<file path="config.mk">
export PLATFORM = sky130hd
export DESIGN_NAME = da_serial_bank_flat
export DESIGN_NICKNAME = d
export VERILOG_FILES = /design/src/rtl/da_serial_bank_if.sv /design/src/rtl/da_serial_bank.sv /design/src/flat_wrapper.sv
export SDC_FILE = /design/constraint.sdc
export NUM_CORES = 1
export LEC_CHECK = 0
export ABC_AREA = 1
export CAP_MARGIN = 0
export CORE_ASPECT_RATIO = 0.8
export CORE_MARGIN = 1.5
export CORE_UTILIZATION = 30
export DETAILED_ROUTE_END_ITERATION = 16
export PLACE_DENSITY = 0.49
export SLEW_MARGIN = 25
export SYNTH_ARGS = -nofsm -noshare
export SYNTH_HDL_FRONTEND = slang
export SYNTH_SLANG_ARGS = --single-unit
</file>
<file path="constraint.sdc">
create_clock -name clk -period 10.3 [get_ports clk]
set_input_delay 3.09 -clock clk [delete_from_list [all_inputs] [get_ports clk]]
set_output_delay 3.09 -clock clk [all_outputs]
set_load 0.02 [all_outputs]
</file>
<file path="src/rtl/da_serial_bank_if.sv">
// Handshake bundle for da_serial_bank: parallel word in, K-bit bit-planes out.
// Revision: 1.0
`default_nettype none

interface da_serial_bank_if #(
  parameter int N = 16,
  parameter int K = 8
);
  logic           in_valid;
  logic           in_ready;
  logic [K*N-1:0] in_data;
  logic           out_valid;
  logic           out_ready;
  logic [K-1:0]   out_bits;
  logic           out_sign;
  logic           out_last;

  modport master (
    output in_valid, in_data, out_ready,
    input  in_ready, out_valid, out_bits, out_sign, out_last
  );

  modport slave (
    input  in_valid, in_data, out_ready,
    output in_ready, out_valid, out_bits, out_sign, out_last
  );
endinterface

`default_nettype wire

</file>
<file path="src/rtl/da_serial_bank.sv">
// ---------------------------------------------------------------------------
// da_serial_bank : K-tap bit-serialiser feeding a DA LUT address, one bit-plane
//                  per beat. Optional macro DA_SER_MSB_FIRST_EN selects MSB-first.
// Revision: 1.0
// ---------------------------------------------------------------------------
`default_nettype none

module da_serial_bank #(
  parameter int N = 16,
  parameter int K = 8
) (
  input  wire logic      clk,
  input  wire logic      rst,
  da_serial_bank_if.slave bus
);

  localparam int CW = (N > 1) ? $clog2(N) : 1;
  localparam logic [CW-1:0] c_CNT_LAST = CW'(N - 1);
  localparam logic [CW-1:0] c_CNT_PRE  = CW'(N - 2);
  localparam logic [0:0]    c_IDLE     = 1'b0;
  localparam logic [0:0]    c_SHIFT    = 1'b1;
`ifdef DA_SER_MSB_FIRST_EN
  localparam logic          c_SIGN_FIRST = 1'b1;
`else
  localparam logic          c_SIGN_FIRST = 1'b0;
`endif

  logic [0:0]    r_state;
  logic [CW-1:0] r_cnt;
  logic [N-1:0]  r_sh [K];
  logic          r_sign;
  logic          r_last;

  logic [N-1:0]  w_shift [K];
  logic [K-1:0]  w_bits;
  logic          w_valid;
  logic          w_beat;
  logic          w_at_last;
  logic          w_ready;
  logic          w_load;
  logic          w_sign_next;

  generate
    for (genvar k = 0; k < K; k++) begin : g_tap
`ifdef DA_SER_MSB_FIRST_EN
      assign w_bits[k]  = r_sh[k][N-1];
      assign w_shift[k] = {r_sh[k][N-2:0], 1'b0};
`else
      assign w_bits[k]  = r_sh[k][0];
      assign w_shift[k] = {r_sh[k][N-1], r_sh[k][N-1:1]};
`endif
    end
  endgenerate

  assign w_valid   = (r_state == c_SHIFT);
  assign w_beat    = w_valid && bus.out_ready;
  assign w_at_last = (r_cnt == c_CNT_LAST);
  // out_ready -> in_ready is combinational so the next word lands with no bubble
  assign w_ready   = !w_valid || (w_at_last && bus.out_ready);
  assign w_load    = bus.in_valid && w_ready;

`ifdef DA_SER_MSB_FIRST_EN
  assign w_sign_next = 1'b0;
`else
  assign w_sign_next = (r_cnt == c_CNT_PRE);
`endif

  always_ff @(posedge clk) begin
    if (rst) begin
      r_state <= c_IDLE;
      r_cnt   <= '0;
      r_sign  <= 1'b0;
      r_last  <= 1'b0;
      for (int k = 0; k < K; k++) r_sh[k] <= '0;
    end else if (w_load) begin
      r_state <= c_SHIFT;
      r_cnt   <= '0;
      r_sign  <= c_SIGN_FIRST;
      r_last  <= 1'b0;
      for (int k = 0; k < K; k++) r_sh[k] <= bus.in_data[k*N +: N];
    end else if (w_beat) begin
      if (w_at_last) begin
        // registers keep the final plane so out_bits holds while idle
        r_state <= c_IDLE;
        r_cnt   <= '0;
      end else begin
        r_cnt  <= r_cnt + 1'b1;
        r_sign <= w_sign_next;
        r_last <= (r_cnt == c_CNT_PRE);
        for (int k = 0; k < K; k++) r_sh[k] <= w_shift[k];
      end
    end
  end

  assign bus.in_ready  = w_ready;
  assign bus.out_valid = w_valid;
  assign bus.out_bits  = w_bits;
  assign bus.out_sign  = r_sign;
  assign bus.out_last  = r_last;

endmodule

`default_nettype wire

</file>
<file path="src/flat_wrapper.sv">
// flat-port wrapper written by rule: the top's interface ports become plain ports
module da_serial_bank_flat 
#(
  parameter int N = 16,
  parameter int K = 8
)
  (clk, rst, bus_in_valid, bus_in_data, bus_out_ready, bus_in_ready, bus_out_valid, bus_out_bits, bus_out_sign, bus_out_last);
  da_serial_bank_if #(.N(N), .K(K)) bus_i ();
  input  wire logic clk;
  input  wire logic rst;
  input wire logic [$bits(bus_i.in_valid)-1:0] bus_in_valid;
  input wire logic [$bits(bus_i.in_data)-1:0] bus_in_data;
  input wire logic [$bits(bus_i.out_ready)-1:0] bus_out_ready;
  output wire logic [$bits(bus_i.in_ready)-1:0] bus_in_ready;
  output wire logic [$bits(bus_i.out_valid)-1:0] bus_out_valid;
  output wire logic [$bits(bus_i.out_bits)-1:0] bus_out_bits;
  output wire logic [$bits(bus_i.out_sign)-1:0] bus_out_sign;
  output wire logic [$bits(bus_i.out_last)-1:0] bus_out_last;
  assign bus_i.in_valid = bus_in_valid;
  assign bus_i.in_data = bus_in_data;
  assign bus_i.out_ready = bus_out_ready;
  assign bus_in_ready = bus_i.in_ready;
  assign bus_out_valid = bus_i.out_valid;
  assign bus_out_bits = bus_i.out_bits;
  assign bus_out_sign = bus_i.out_sign;
  assign bus_out_last = bus_i.out_last;
  da_serial_bank #(.N(N), .K(K)) u_core (.clk(clk), .rst(rst), .bus(bus_i));
endmodule
</file>
==> results of run 1 <==
kinds of logic (layout without fill, tap and decap cells):
group / after synthesis / count (layout) / share of synthesized area
XOR/XNOR: 1 / 1 / 0.00138
adder cells (fa/ha/maj): 2 / 2 / 0.00395
AO/OA/AOI/OAI: 53 / 53 / 0.0419
flip-flops: 134 / 134 / 0.625
AND/OR/NAND/NOR: 350 / 350 / 0.221
buffers and inverters: 145 / 281 / 0.107
area by class of cell:
cell class	instances	area [um2]
Clock inverter	15	201
Inverter	102	383
Tap cell	269	337
Timing Repair Buffer	147	1460
Clock buffer	17	425
Sequential cell	134	3960
Fill cell	2102	12200
Multi-Input combinational cell	406	1720
cell usage in the layout, fill, tap and decap left out, drive strengths merged:
| cell | instances |
|---|---|
| clkdlybuf4s50 | 143 |
| clkinv | 5 |
| nand2 | 293 |
| edfxtp | 128 |
| nand3 | 40 |
| xor2 | 1 |
| dfxtp | 6 |
| or2 | 1 |
| nor2 | 14 |
| nor3 | 1 |
| clkbuf | 17 |
| inv | 106 |
| nand4 | 1 |
| a21oi | 2 |
| ha | 2 |
| buf | 4 |
| o21ai | 51 |
| bufinv | 4 |
| clkinvlp | 2 |
cell usage after synthesis, types with 3 or more instances:
| cell | instances | area share |
|---|---|---|
| edfxtp_1 | 128 | 0.61 |
| buf_2 | 12 | 0.0095 |
| nand2_1 | 290 | 0.17 |
| nand3_1 | 39 | 0.031 |
| buf_6 | 8 | 0.014 |
| o21ai_0 | 51 | 0.040 |
| dfxtp_1 | 6 | 0.019 |
| buf_4 | 15 | 0.018 |
| nor2_1 | 13 | 0.0077 |
| inv_1 | 100 | 0.059 |
| nand2_2 | 3 | 0.0030 |
| clkbuf_1 | 7 | 0.0041 |
stage by stage:
step	std cells	total power [mW]	cell area, um2
2_1_floorplan	685	0.756	6340
3_3_place_gp	1058	0.827	7860
3_5_place_dp	1058	0.831	7860
4_1_cts	1090	1.49	8490
5_1_grt	1090	1.53	8490
6_report	1090	1.47	8490
metal layers:
metal / wire length (um) / part of all wire
met1: 6960 / 0.48
met2: 6720 / 0.46
met3: 726 / 0.050
met4: 99 / 0.0068
met5: 0 / 0
tightest hold or removal path: stages (launching register included):
cell,delay [ns]
edfxtp_1,0.32
nand2_1,0.05
nand2_1,0.04
flip-flops by register name, indices dropped and copies added, names as in the netlist:
signal                cells
u_core.bus.out_sign       1
u_core.bus.out_valid      1
u_core.r_cnt              4
u_core.r_sh             128
power by group through the flow:
stage,clock [mW],sequential [mW],combinational [mW]
2_1_floorplan,0,0.681,0.0748
3_3_place_gp,0,0.682,0.145
3_5_place_dp,0,0.684,0.147
4_1_cts,0.664,0.673,0.148
5_1_grt,0.686,0.678,0.164
6_report,0.649,0.672,0.145
final timing paths:
kind,end,slack (ns)
worst min register to register,u_core.r_sh[6][0]$_DFFE_PP_,0.51
worst max register to register,u_core.r_sh[1][5]$_SDFFCE_PN0P_,6.95
worst max-delay path,bus_in_ready,2.74
worst min-delay path,u_core.r_sh[6][0]$_DFFE_PP_,0.51
==> results.cfg, run 1 <==
[run_status]
outcome = finished, final reports clean

[clock_network]
htree_levels = 4
numCtsBuffers = 17
root_buffer = clkbuf_16
cts_tree = yes
cts_setup_buffers = 0
clock-sinks = 134
cts_hold_buf = 0
path_clk_slew_ns = 0.06
cts_resized = 0
insertion_delay_ns = 0.41
clk_path_buf_depth = 2

[sta]
min_period_over_period = 0.734
setup_viol = 0
rsz0062_at_grt = no
fin_hold_ws_ns = 0.510
fmax_ghz = 0.132
fin_setup_tns_ns = 0
timing.final.hold_violations = 0
final_max_slew_viol_count = 0
fin_ws_ns = 2.74
skew_ns = 0.00606
relSlewSlack = 0.390
tightest_slew_ns = 0.915
fin_crit_ns = 7.56

[die]
coreArea_um2 = 20700
io_pins = 144
fp-row-count = 47
die_h_um = 133
die-area_um2 = 22000
die_width_um = 165
initial_core_util = 0.306

[routing]
wl_per_cell_um = 13.3
first_pass_iters = 5
via_count = 4628
first_iter_violations = 342
vias_per_cell = 4.25
drc = 0
postRouteAntennaNets = 0
wirelength_mm = 14.5

[worst_setup_path]
endpoint_kind = primary output
worstPathArrival_ns = 4.47
r2r_cells = 9
crit_cells = 4
critPathTopFamily = buffers and inverters
crit_chain = clkdlybuf4s50_1, nand4_1, nand2_1, clkdlybuf4s50_1
r2r-start = u_core.r_cnt[1]$_SDFFE_PP0N_
cp_slowest_cell = clkdlybuf4s50_1
worstSetupPathType = primary input to primary output
crit_path_start_kind = primary input
crit_start = bus_out_ready
slowest_delay_ns = 0.63
cp.required_ns = 7.21
crit_path_frequent_cell = clkdlybuf4s50_1
cp_max_fo = 4
crit_buf_inv = 2

[global_routing]
grt_pass1_wl_mm = 23.4
met3_usage = 0.0401
grtUsageTotal = 0.139
met2_usage = 0.219
antenna_found_initial = 0
grt_pass1_vias = 4664
grt-ovfl-total = 0
use_met1 = 0.187
grt_max_degree = 67
top_usage_layer = met2

[layout]
syn_to_final_growth_pct = 33.9
finalNetCount = 942
diodes = 0
drive_gt1_frac = 0.0548
utilization = 0.410

[pwr]
swShare = 0.226
seqPwrFrac = 0.459
p_sw_mw = 0.331
pwr-share-clk = 0.443
ir_drop_mv = 0.0732
internal-power_mw = 1.14
p_leak_nw = 3.91
power-per-cell-area_nw_per_um2 = 173
p_comb_frac = 0.099

[logic_synthesis]
synth_seq_area_share = 0.625
synth_edf_count = 128
synth.distinct_cells = 22
avgSynthCellArea_um2 = 9.25
ys.flop_type = edfxtp_1
ys_ff_latch = 134
ys_async_sr_fraction = 0
syn_nets = 819
ys_warn_count = 0
synthCells = 685
synth_area_um2 = 6340

[job]
max_cap_violations = 0

[min_path]
worstHoldPathType = register to register
holdPathStages = 2
worstHoldStart = u_core.r_sh[6][1]$_DFFE_PP_

[place]
io_buffers = 143
hpwl_mm = 8.96
routabilityCongestion = 0.726
dp_slack_ns = 2.74
No activity file was read; power rests on OpenSTA's default activity.
==> run 2, diff against run 1 <==
==> constraint.sdc (replaced) <==
create_clock -name clk -period 7.3 [get_ports clk]
set_input_delay 2.19 -clock clk [delete_from_list [all_inputs] [get_ports clk]]
set_output_delay 2.19 -clock clk [all_outputs]
set_load 0.02 [all_outputs]
==> run 2 against run 1 <==
Effect of this change: combinational power grew 41%; sequential power grew 41%; worst setup slack lost 1.2 ns; worst hold slack lost 0.0021 ns; global-route usage shrank 0.42 points; total power grew 42%; clock skew grew 0.0027 ns; largest cell class unchanged.
==> results.cfg, run 2 (synthesis gave the netlist of run 1 again) <==
[run_status]
outcome = finished, final reports clean

[global_routing]
antenna_found_initial = 0
grt-ovfl-total = 0
grt_pass1_vias = 4468
grt_pass1_wl_mm = 22.7
grtUsageTotal = 0.134
grt_max_degree = 63

[sta]
relSlewSlack = 0.381
fmax_ghz = 0.174
fin_crit_ns = 5.74
min_period_over_period = 0.786
tightest_slew_ns = 0.925
skew_ns = 0.00878
rsz0062_at_grt = no
setup_viol = 0
fin_setup_tns_ns = 0
timing.final.hold_violations = 0
final_max_slew_viol_count = 0

[layout]
regArea_um2 = 3960
drive_gt1_frac = 0.0523
fillCellCount = 2077
layout_commonest_cell = nand2_1
finalNetCount = 943
fin_cells = 1091
multi_input_area_um2 = 1720
diodes = 0
layout_common_cells = nand2_1 (290), clkdlybuf4s50_1 (143), edfxtp_1 (128)
top_register = u_core.r_sh
syn_to_final_growth_pct = 34.2
largest_reg_flops = 128
top_regs = u_core.r_sh (128), u_core.r_cnt (4)

[clock_network]
cts_tree = yes
numCtsBuffers = 17
cts_setup_buffers = 0
htree_levels = 4
root_buffer = clkbuf_16
clock-sinks = 134
insertion_delay_ns = 0.41
cts_hold_buf = 0
clk_path_buf_depth = 2
cts_resized = 0
path_clk_slew_ns = 0.06

[job]
max_cap_violations = 0

[routing]
via_count = 4639
drc = 0
vias_per_cell = 4.25
first_pass_iters = 4
wirelength_mm = 14.3
postRouteAntennaNets = 0
first_iter_violations = 278
wl_per_cell_um = 13.1

[pwr]
ir_drop_mv = 0.133
internal-power_mw = 1.63
p_sw_mw = 0.447
seqPwrFrac = 0.456
swShare = 0.215
p_leak_nw = 3.91
pwr-share-clk = 0.446
p_comb_frac = 0.098
power-per-cell-area_nw_per_um2 = 244

[worst_setup_path]
cp_slowest_cell = clkdlybuf4s50_1
cp.required_ns = 5.11
cp_max_fo = 4
slowest_delay_ns = 0.62
crit_chain = clkdlybuf4s50_1, nand4_1, nand2_1, clkdlybuf4s50_1
endpoint_kind = primary output
crit_path_start_kind = primary input
worstSetupPathType = primary input to primary output
worstPathArrival_ns = 3.55
crit_path_frequent_cell = clkdlybuf4s50_1

[die]
die-area_um2 = 22000
fp-row-count = 47
die_h_um = 133
die_width_um = 165
io_pins = 144
initial_core_util = 0.306
coreArea_um2 = 20700

[place]
dpl.cell_count = 1059
routabilityCongestion = 0.731
hpwl_mm = 9.02
io_buffers = 143

[min_path]
worstHoldPathType = register to register
[run 2: changes by cell type in the layout (fill, tap and decap cells not counted), sizes merged]
cell / change
clkbuf: +2
inv: -3
bufinv: +1
buf: +1
[run 2: per-stage QoR]
stage	power, mW	worst slack [ns]	hold WS [ns]	utilization	instance area [um2]
global route	2.16	1.51	0.532	0.411	8500
CTS	2.11	1.55	0.512	0.411	8500
floorplan	1.07	2.29	0.473	-	6340
detailed placement	1.17	1.55	0.499	0.380	7870
finish	2.08	1.56	0.508	0.411	8500
global placement	1.17	1.56	0.489	0.380	7870
[run 2: cell type report]
| class | count | area share |
|---|---|---|
| clock buffer | 19 | 0.0509 |
| clock inverter | 13 | 0.0240 |
| inverter | 102 | 0.0450 |
| multi-input combinational | 406 | 0.202 |
| sequential | 134 | 0.466 |
| tap | 269 | 0.0396 |
| timing repair buffer | 148 | 0.173 |
[run 2: metal layers]
layer | vias up | GRT usage | share of wire | wire length, um
met4 | 0 | 0.0402 | 0.010 | 147
met5 | - | 0 | 0 | 0
li1 | 2404 | - | - | -
met3 | 10 | 0.0364 | 0.045 | 643
met2 | 92 | 0.207 | 0.46 | 6590
met1 | 2133 | 0.184 | 0.48 | 6950
[run 2: path summary, 6_finish.rpt]
path / to / start / slack (ns) / cells after the start
min: u_core.r_sh[7][3]$_DFFE_PP_ / u_core.r_sh[7][4]$_DFFE_PP_ / 0.51 / 2
max reg2reg: u_core.r_sh[2][10]$_SDFFCE_PN0P_ / u_core.r_cnt[1]$_SDFFE_PP0N_ / 3.94 / 9
max: bus_in_ready / bus_out_ready / 1.56 / 4
min reg2reg: u_core.r_sh[7][3]$_DFFE_PP_ / u_core.r_sh[7][4]$_DFFE_PP_ / 0.51 / 2
[run 2: power groups by stage]
stage               registers [mW]  clock network, mW  logic (mW)
floorplan                    0.961                  0       0.105
global placement             0.962                  0       0.205
detailed placement           0.965                  0       0.207
CTS                          0.950              0.952       0.209
global route                 0.956              0.980       0.229
finish                       0.949              0.927       0.204
[run 2: worst max-delay path, delay by kind of cell]
| kind | cells | cell delay (ns) |
|---|---|---|
| buffers and inverters | 2 | 1.12 |
| AND/OR/NAND/NOR | 2 | 0.24 |
==> run 3, diff against run 2 <==
==> constraint.sdc (replaced) <==
create_clock -name clk -period 5.5 [get_ports clk]
set_input_delay 1.65 -clock clk [delete_from_list [all_inputs] [get_ports clk]]
set_output_delay 1.65 -clock clk [all_outputs]
set_load 0.02 [all_outputs]
==> run 3 against run 2 <==
Effect of this change: critical path depth unchanged; highest routed layer unchanged; via count is 1.7% higher; cell count increased by 0.27%; utilization shrank 0.22 points.
==> results.cfg, run 3 (synthesis gave the netlist of run 1 again) <==
[die]
coreArea_um2 = 20700
fp-row-count = 47
initial_core_util = 0.306
io_pins = 144
die_h_um = 133
die_width_um = 165
die-area_um2 = 22000

[global_routing]
grtUsageTotal = 0.139
grt_pass1_vias = 4697
antenna_found_initial = 0
grt-ovfl-total = 0
grt_max_degree = 71
grt_pass1_wl_mm = 23.7

[routing]
first_pass_iters = 4
drc = 0
first_iter_violations = 288
vias_per_cell = 4.31
wl_per_cell_um = 13.3
wirelength_mm = 14.5
via_count = 4717
postRouteAntennaNets = 0

[sta]
rsz0062_at_grt = no
fin_ws_ns = 0.843
setup_viol = 0
tightest_slew_ns = 0.842
final_max_slew_viol_count = 0
timing.final.hold_violations = 0
skew_ns = 0.00760
fin_hold_ws_ns = 0.511
fmax_ghz = 0.215
fin_crit_ns = 4.66
fin_setup_tns_ns = 0
relSlewSlack = 0.436
min_period_over_period = 0.847

[worst_setup_path]
cp.required_ns = 3.85
crit_path_start_kind = primary input
slowest_delay_ns = 0.62
cp_max_fo = 4
cp_slowest_cell = clkdlybuf4s50_1
worstSetupPathType = primary input to primary output
crit_chain = clkdlybuf4s50_1, nand4_1, nand2_1, clkdlybuf4s50_1
crit_path_frequent_cell = clkdlybuf4s50_1
endpoint_kind = primary output
r2r_slack_ns = 2.49
crit_buf_inv = 2
worstPathArrival_ns = 3.01
critPathTopFamily = buffers and inverters

[clock_network]
clock-sinks = 134
numCtsBuffers = 17
cts_tree = yes
cts_hold_buf = 0
clk_path_buf_depth = 2
root_buffer = clkbuf_16
htree_levels = 4
cts_resized = 0
cts_setup_buffers = 0
insertion_delay_ns = 0.41
path_clk_slew_ns = 0.06

[layout]
diodes = 0
syn_to_final_growth_pct = 33.5
fillCellCount = 2082
top_regs = u_core.r_sh (128), u_core.r_cnt (4)
largest_reg_flops = 128
multi_input_area_um2 = 1720
regArea_um2 = 3960
finalNetCount = 946
layout_common_cells = nand2_1 (290), clkdlybuf4s50_1 (143), edfxtp_1 (128)
fin_cells = 1094
top_register = u_core.r_sh
drive_gt1_frac = 0.0582
layout_commonest_cell = nand2_1

[pwr]
power-per-cell-area_nw_per_um2 = 308
seqPwrFrac = 0.482
ir_drop_mv = 0.180
swShare = 0.238
total_power_mw = 2.61
p_comb_frac = 0.105
p_sw_mw = 0.621
pwr-share-clk = 0.412
p_leak_nw = 3.89
internal-power_mw = 1.99

[place]
routabilityCongestion = 0.739
dpl.cell_count = 1062
hpwl_mm = 9.33
dp_slack_ns = 0.847
io_buffers = 143

[job]
max_cap_violations = 0

[min_path]
worstHoldPathType = register to register

[run_status]
outcome = finished, final reports clean
==> run 3: worst min-delay path, cell delays in order (launching register included) <==
cell	delay, ns
dfxtp_1	0.34
nand2_1	0.08
a21oi_1	0.05
==> run 3: stage by stage <==
| stage | util | area (um2) |
|---|---|---|
| 5_1_grt | 0.409 | 8460 |
| 4_1_cts | 0.409 | 8460 |
| 3_3_place_gp | 0.382 | 7900 |
| 3_5_place_dp | 0.382 | 7900 |
| 2_1_floorplan | - | 6340 |
| 6_report | 0.409 | 8460 |
==> run 3: final cells by class <==
cell class	count	area share
multi-input combinational	406	0.203
clock buffer	17	0.0503
timing repair buffer	151	0.178
inverter	102	0.0453
sequential	134	0.469
clock inverter	15	0.0154
tap	269	0.0398
==> run 3: per-layer routing <==
| layer | up-vias | track usage | share of wire |
|---|---|---|---|
| met5 | - | 0 | 0 |
| met1 | 2179 | 0.192 | 0.48 |
| met3 | 13 | 0.0354 | 0.053 |
| met4 | 0 | 0.0417 | 0.010 |
| met2 | 113 | 0.213 | 0.46 |
| li1 | 2412 | - | - |
==> run 3: worst paths after layout <==
check,depth (start not counted),to,from
hold / removal,2,u_core.r_cnt[1]$_SDFFE_PP0N_,u_core.r_cnt[1]$_SDFFE_PP0N_
hold reg to reg,2,u_core.r_cnt[1]$_SDFFE_PP0N_,u_core.r_cnt[1]$_SDFFE_PP0N_
setup / recovery,4,bus_in_ready,bus_out_ready
setup reg to reg,9,u_core.r_sh[1][10]$_SDFFCE_PN0P_,u_core.r_cnt[1]$_SDFFE_PP0N_
==> run 3: power groups by stage <==
| stage | Clock [mW] | Sequential [mW] | Combinational (mW) |
|---|---|---|---|
| 3_3_place_gp | 0 | 1.28 | 0.274 |
| 4_1_cts | 1.11 | 1.26 | 0.280 |
| 3_5_place_dp | 0 | 1.28 | 0.278 |
| 2_1_floorplan | 0 | 1.28 | 0.140 |
| 5_1_grt | 1.15 | 1.27 | 0.307 |
| 6_report | 1.08 | 1.26 | 0.274 |
